`src/rtl/im_arbiter.sv`:
```
// ============================================================================
// im_arbiter: shares the IM read port between IF fetch and debug reads.
// Optional IM_ARB_RANGE_CHECK_EN rejects misaligned/out-of-range debug reads.
// Revision: 1.0
// ============================================================================
`default_nettype none

module im_arbiter #(
    parameter int          ADDRBITS     = 12,
    parameter logic [31:0] BASE         = 32'h3000,
    parameter int          STARVE_LIMIT = 4
) (
    input  logic        clk,
    input  logic        reset,
    input  logic [31:0] if_pc,
    input  logic        if_req,
    output logic [31:0] if_instr,
    output logic        if_stall,
    input  logic        dbg_req,
    input  logic [31:0] dbg_addr,
    output logic        dbg_ack,
    output logic [31:0] dbg_rdata,
    output logic        dbg_err,
    output logic [31:0] im_a,
    input  logic [31:0] im_rd
);

    localparam logic [1:0] IDLE  = 2'd0;
    localparam logic [1:0] WAIT  = 2'd1;
    localparam logic [1:0] GRANT = 2'd2;
    localparam logic [1:0] ACK   = 2'd3;

    localparam int              CNT_W     = (STARVE_LIMIT > 0) ? $clog2(STARVE_LIMIT + 1) : 1;
    localparam logic [CNT_W-1:0] LIMIT_CNT = CNT_W'(STARVE_LIMIT);

    logic [1:0]       state;
    logic [1:0]       next_state;
    logic [CNT_W-1:0] starve_cnt;
    logic [31:0]      lat_addr;
    logic             addr_bad;
    logic             wait_done;

`ifdef IM_ARB_RANGE_CHECK_EN
    localparam logic [32:0] ADDR_END = {1'b0, BASE} + (33'd4 << ADDRBITS);
    assign addr_bad = (dbg_addr[1:0] != 2'b00) || (dbg_addr < BASE) ||
                      ({1'b0, dbg_addr} >= ADDR_END);
`else
    assign addr_bad = 1'b0;
`endif

    // Fetch yields the port once it goes quiet or the debug read has waited long enough.
    assign wait_done = !if_req || (starve_cnt == LIMIT_CNT);
    assign if_instr  = im_rd;

    always_ff @(posedge clk) begin
        if (reset) begin
            state <= IDLE;
        end else begin
            state <= next_state;
        end
    end

    always_comb begin
        next_state = state;
        case (state)
            IDLE:    if (dbg_req) next_state = addr_bad ? ACK : WAIT;
            WAIT: begin
                if (!dbg_req) begin
                    next_state = IDLE;
                end else if (wait_done) begin
                    next_state = GRANT;
                end
            end
            GRANT:   next_state = ACK;
            ACK:     next_state = IDLE;
            default: next_state = IDLE;
        endcase
    end

    // Reset masks the outputs immediately so an abandoned transaction never leaks out.
    always_comb begin
        dbg_ack  = (state == ACK) && !reset;
        if_stall = (state == GRANT) && if_req && !reset;
        im_a     = ((state == GRANT) && !reset) ? lat_addr : if_pc;
    end

    always_ff @(posedge clk) begin
        if (reset) begin
            starve_cnt <= '0;
            lat_addr   <= '0;
            dbg_rdata  <= '0;
        end else begin
            case (state)
                IDLE: begin
                    if (dbg_req) begin
                        lat_addr   <= dbg_addr;
                        starve_cnt <= '0;
                        if (addr_bad) dbg_rdata <= '0;
                    end
                end
                WAIT:    if (dbg_req && !wait_done) starve_cnt <= starve_cnt + 1'b1;
                GRANT:   dbg_rdata <= im_rd;
                default: ;
            endcase
        end
    end

`ifdef IM_ARB_RANGE_CHECK_EN
    always_ff @(posedge clk) begin
        if (reset) begin
            dbg_err <= 1'b0;
        end else if (state == GRANT) begin
            dbg_err <= 1'b0;
        end else if ((state == IDLE) && dbg_req && addr_bad) begin
            dbg_err <= 1'b1;
        end
    end
`else
    assign dbg_err = 1'b0;
`endif

endmodule

`default_nettype wire

```
`config.mk`:
```
export PLATFORM = sky130hd
export DESIGN_NAME = im_arbiter
export DESIGN_NICKNAME = d
export VERILOG_FILES = /design/src/rtl/im_arbiter.sv
export SDC_FILE = /design/constraint.sdc
export NUM_CORES = 1
export LEC_CHECK = 0
export ABC_AREA = 1
export CAP_MARGIN = 20
export CORE_AREA = 2 2 80 82
export DETAILED_ROUTE_END_ITERATION = 6
export DIE_AREA = 0 0 82 84
export DONT_BUFFER_PORTS = 1
export PLACE_DENSITY = 0.69
export SETUP_SLACK_MARGIN = 0.3
export SYNTH_ARGS = -nofsm -noshare
export SYNTH_HDL_FRONTEND = slang
export SYNTH_SLANG_ARGS = --single-unit
```
`constraint.sdc`:
```
create_clock -name clk -period 1.26 [get_ports clk]
set_input_delay 0.189 -clock clk [delete_from_list [all_inputs] [get_ports clk]]
set_output_delay 0.189 -clock clk [all_outputs]
set_load 0.1 [all_outputs]
```
==> impl_metrics.py, run 1 <==
metrics = {
    "run_status": {
        "stop_stage": "clock tree synthesis (4_1_cts)",
        "error_line": "[ERROR DPL-0038] Utilization greater than 100%, impossible to legalize",
        "status": "did not finish",
    },
    "yosys": {
        "syn_nets": 570,
        "yosys.area_share.adder_pct": 0.772,
        "synth_area_leader_cell": "dfxtp_1",
        "synth-simple-area-share_pct": 31.3,
        "synthDistinctLibCells": 19,
        "synth_xor_area_share_pct": 0,
        "synth_area_mm2": 0.00324,
        "async_flop_share_pct": 0,
        "yosysSeqAreaShare_pct": 42.6,
        "synth_compound_area_share_pct": 10.4,
        "synth_area_leaders": "dfxtp_1 43%, nor2_1 16%, o21ai_0 10%",
        "syn_inst": 468,
        "synth_top_family_by_area": "simple AND/OR/NAND/NOR gates",
        "synth_mux_area_share_pct": 0,
        "synth-edff-count": 0,
        "synth_top_area_share_pct": 42.6,
        "yosysWarnings": 0,
        "yosys_register_bits": 69,
        "syn_area_per_cell_um2": 6.92,
        "ys.flop_type": "dfxtp_1",
    },
    "placed_design": {
        "port_buffers": 0,
        "post-dp-hpwl_um": 6630,
        "globalplace.congestion": 0.812,
    },
    "floorplan": {
        "num_io_pins": 199,
        "fp.dieH_um": 84,
        "die_x_um": 82,
        "num_rows": 29,
        "initial_utilization_pct": 53.2,
    },
    "clocking": {
        "cts_buffers": 9,
        "cts_resized": 205,
        "cts.sinks": 69,
        "cts-root-buf": "clkbuf_8",
        "htreeDepth": 3,
        "cts_setup_buffers": 16,
        "cts_hold_buf": 9,
        "cts.path.max_buffers": 2,
    },
}
[per-stage QoR]
stage / setup TNS [ns] / setup WS, ns / instance area [um2] / cells
detailed placement: -0.505 / -0.0566 / 4660 / 536
global placement: -0.0527 / -0.0182 / 4660 / 536
floorplan: -2.10 / -0.145 / 4110 / 468
[cells by family after synthesis]
kind of cell    count (synthesis)
flops                          69
simple gates                  253
compound gates                 67
fa+ha+maj                       2
other cells                     1
buf+inv                        76
[cells in the mapped netlist, types with 2 or more instances]
| master | n |
|---|---|
| nor2_1 | 137 |
| nand2_1 | 75 |
| dfxtp_1 | 69 |
| o21ai_0 | 65 |
| buf_4 | 38 |
| nand3_1 | 36 |
| clkbuf_1 | 10 |
| buf_2 | 9 |
| inv_1 | 9 |
| inv_2 | 5 |
| buf_6 | 4 |
| ha_1 | 2 |
| nand2_2 | 2 |
| nand3_2 | 2 |
==> run 2, diff against run 1 <==
- CORE_AREA: 2 2 80 82 -> 2 2 94 96
- DIE_AREA: 0 0 82 84 -> 0 0 96 98
- PLACE_DENSITY: 0.69 -> not set
- PLACE_DENSITY_LB_ADDON: not set -> 0.15
- SETUP_SLACK_MARGIN: 0.3 -> not set
==> impl_metrics.py, run 2 <==
metrics = {
    "detailed_routing": {
        "viasPerCell": 4.91,
        "first_iter_violations": 58,
        "wl_per_cell_um": 15.1,
        "wl_met2_um": 4730,
        "drt_pass1_iterations": 4,
        "drc_errors": 0,
        "wl_met1_um": 3440,
        "topRoutingLayerUsed": "met4",
        "routed-wl-met3_um": 709,
        "wirelength_um": 9020,
        "final_antenna_net_count": 0,
        "vias": 2928,
    },
    "final_layout": {
        "top_regs": "dbg_rdata (32), lat_addr (32), starve_cnt (3)",
        "syn_to_final_growth_pct": 62.9,
        "num-fill-cells": 713,
        "diodes": 0,
        "fin_cells": 596,
        "multiInputGateArea_mm2": 0.00247,
        "drive_gt1_share_pct": 39.1,
        "nets": 585,
        "final_cell_mix": "135 x nor2_1, 65 x dfxtp_1, 54 x o21ai_0",
        "seqCellArea_mm2": 0.00139,
        "final_common_cell": "nor2_1",
    },
    "global_routing": {
        "antenna_found_initial": 0,
        "grt_max_degree": 34,
        "grt_first_pass_wirelength_um": 14300,
        "grt_pass1_vias": 2902,
        "overflow": 0,
        "grt.total_usage_pct": 19.6,
    },
    "yosys": {
        "synth_compound_area_share_pct": 10.4,
        "yosysSeqAreaShare_pct": 42.6,
        "synth_xor_area_share_pct": 0,
        "yosys_register_bits": 69,
        "synth_mux_area_share_pct": 0,
        "yosysWarnings": 0,
        "synth-edff-count": 0,
        "synth_top_family_by_area": "simple AND/OR/NAND/NOR gates",
        "syn_area_per_cell_um2": 6.92,
        "synth_area_leader_cell": "dfxtp_1",
        "synthDistinctLibCells": 19,
        "syn_inst": 468,
        "synth_top_area_share_pct": 42.6,
        "synth_most_common_cell": "nor2_1",
        "synth_area_mm2": 0.00324,
        "synth_area_leaders": "dfxtp_1 43%, nor2_1 16%, o21ai_0 10%",
        "ys.flop_type": "dfxtp_1",
        "synth-simple-area-share_pct": 31.3,
        "async_flop_share_pct": 0,
        "synthTopCellsByCount": "137 x nor2_1, 75 x nand2_1, 69 x dfxtp_1, 65 x o21ai_0, 38 x buf_4",
        "yosys.area_share.adder_pct": 0.772,
        "syn_nets": 570,
    },
    "power_and_ir_drop": {
        "swShare_pct": 35.7,
        "internal_power_mw": 3.97,
        "seqPwrFrac_pct": 39.4,
        "leakage_nw": 1.97,
        "powerDensity_mw_per_mm2": 1170,
        "vdd_drop_max_uv": 717,
        "pwr-share-comb_pct": 27.8,
        "power_switching_mw": 2.20,
        "p_clk_share_pct": 32.8,
        "power_mw": 6.17,
    },
    "setup_path": {
        "r2r_cells": 6,
        "critPathLaunch": "state[0]",
        "worstPathMaxFanout": 11,
        "required_ns": 1.07,
        "crit_top_cell": "buf_12",
        "slowest_delay_ns": 0.33,
        "r2r_setup_slack_ns": 0.05,
        "startpoint_type": "flop",
        "crit_type": "reg -> out",
        "crit_chain": "inv_4, nand2_4, inv_8, buf_12, buf_12, nand3_4, nand2_8",
        "crit_path_top_delay_cell": "dfxtp_2",
        "arrival_ns": 1.41,
        "cp-end-kind": "output port",
        "r2r_end": "lat_addr[14]",
    },
    "timing": {
        "fmax_mhz": 624,
        "finClkSkew_ns": 0.00943,
        "final.setup.worst_slack_ns": -0.343,
        "setup_viol": 34,
        "maxSlewViolCount": 0,
        "post-route-period-util_pct": 127,
        "hold_viol_final": 0,
        "period_minus_slack_ns": 1.60,
        "fin_setup_tns_ns": -10.37,
        "rsz0062_at_grt": "yes",
        "whs_ns": 0.00358,
    },
    "clocking": {
        "htreeDepth": 3,
        "cts.sinks": 69,
        "clk_latency_ns": 0.34,
        "cts-root-buf": "clkbuf_8",
        "cts_buffers": 9,
        "cts_tree": "yes",
        "clk_pin_slew_ns": 0.08,
        "cts.path.max_buffers": 2,
    },
    "run_status": {
        "failed_checks": "negative setup slack",
        "status": "finished with violations",
    },
    "min_path": {
        "whs_path_depth": 2,
        "hp-start": "dbg_addr[9]",
        "whs_endpoint": "lat_addr[9]",
        "hold_path_class": "in -> reg",
    },
    "floorplan": {
        "dieArea_mm2": 0.00941,
        "initial_utilization_pct": 38.3,
        "die_x_um": 96,
        "core_mm2": 0.00847,
        "fp.dieH_um": 98,
        "num_io_pins": 199,
        "num_rows": 34,
    },
    "placed_design": {
        "globalplace.congestion": 0.745,
        "port_buffers": 0,
        "pre_cts_ws_ns": -0.0285,
        "dpl.cell_count": 571,
        "post-dp-hpwl_um": 6400,
    },
    "job": {
        "drv_cap": 0,
    },
}
run 2: cell counts after synthesis:
No cell type changed its count.
run 2: power groups by stage:
| stage | clock network [mW] | registers [mW] | logic [mW] |
|---|---|---|---|
| floorplan | 0 | 2.72 | 1.57 |
| global placement | 0 | 2.47 | 1.60 |
| detailed placement | 0 | 2.48 | 1.62 |
| CTS | 2.09 | 2.43 | 1.69 |
| global route | 2.19 | 2.45 | 1.81 |
| finish | 2.02 | 2.43 | 1.71 |
run 2: critical path, delay by kind of cell (launching register included):
| family | cells | cell delay, ns |
|---|---|---|
| flip-flops | 1 | 0.33 |
| AND/OR/NAND/NOR | 3 | 0.33 |
| buffers and inverters | 4 | 0.41 |
run 2: what timing repair did:
action / in CTS / in global routing
hold buffers: 5 / 0
resized for setup: 68 / 26
cloned: 2 / 0
pin swaps: 34 / 12
buffers inserted: 1 / 2
endpoints found under the hold margin: 7 / 0
endpoints found under the setup margin: 35 / 81
run 2: layout make-up:
cell class,instances,share of cell area [%]
Multi-Input combinational cell,323,46.7
Clock buffer,10,2.61
Inverter,14,1.23
Clock inverter,6,1.64
Sequential cell,69,26.3
Timing Repair Buffer,66,19.0
Tap cell,108,2.56
run 2: metrics by stage:
step	util, %	cell area [um2]
after floorplan	-	4060
after global placement	54.0	4570
after detailed placement	54.0	4570
after CTS	61.4	5200
after global routing	62.4	5280
final	62.4	5280
run 2: worst max-delay path by stage:
stage / end / slack, ns / depth (start not counted)
2_1_floorplan: if_stall / -0.15 / 6
3_3_place_gp: im_a[7] / -0.009 / 6
3_5_place_dp: im_a[1] / -0.03 / 7
4_1_cts: im_a[10] / -0.37 / 7
5_1_grt: if_stall / -0.42 / 7
6_report: im_a[10] / -0.34 / 7
run 2: routing by layer:
layer,GRT usage [%],up-vias
met5,0,-
met4,7.03,0
met3,6.56,13
met2,34.0,111
met1,22.1,1316
li1,-,1488
run 2: kinds of logic (layout without fill, tap and decap cells):
logic type / after synthesis / count (layout)
simple gates: 253 / 253
compound gates: 67 / 67
other cells: 1 / 1
flops: 69 / 69
fa+ha+maj: 2 / 2
buf+inv: 76 / 96
Power figures use the tool's default switching activity.
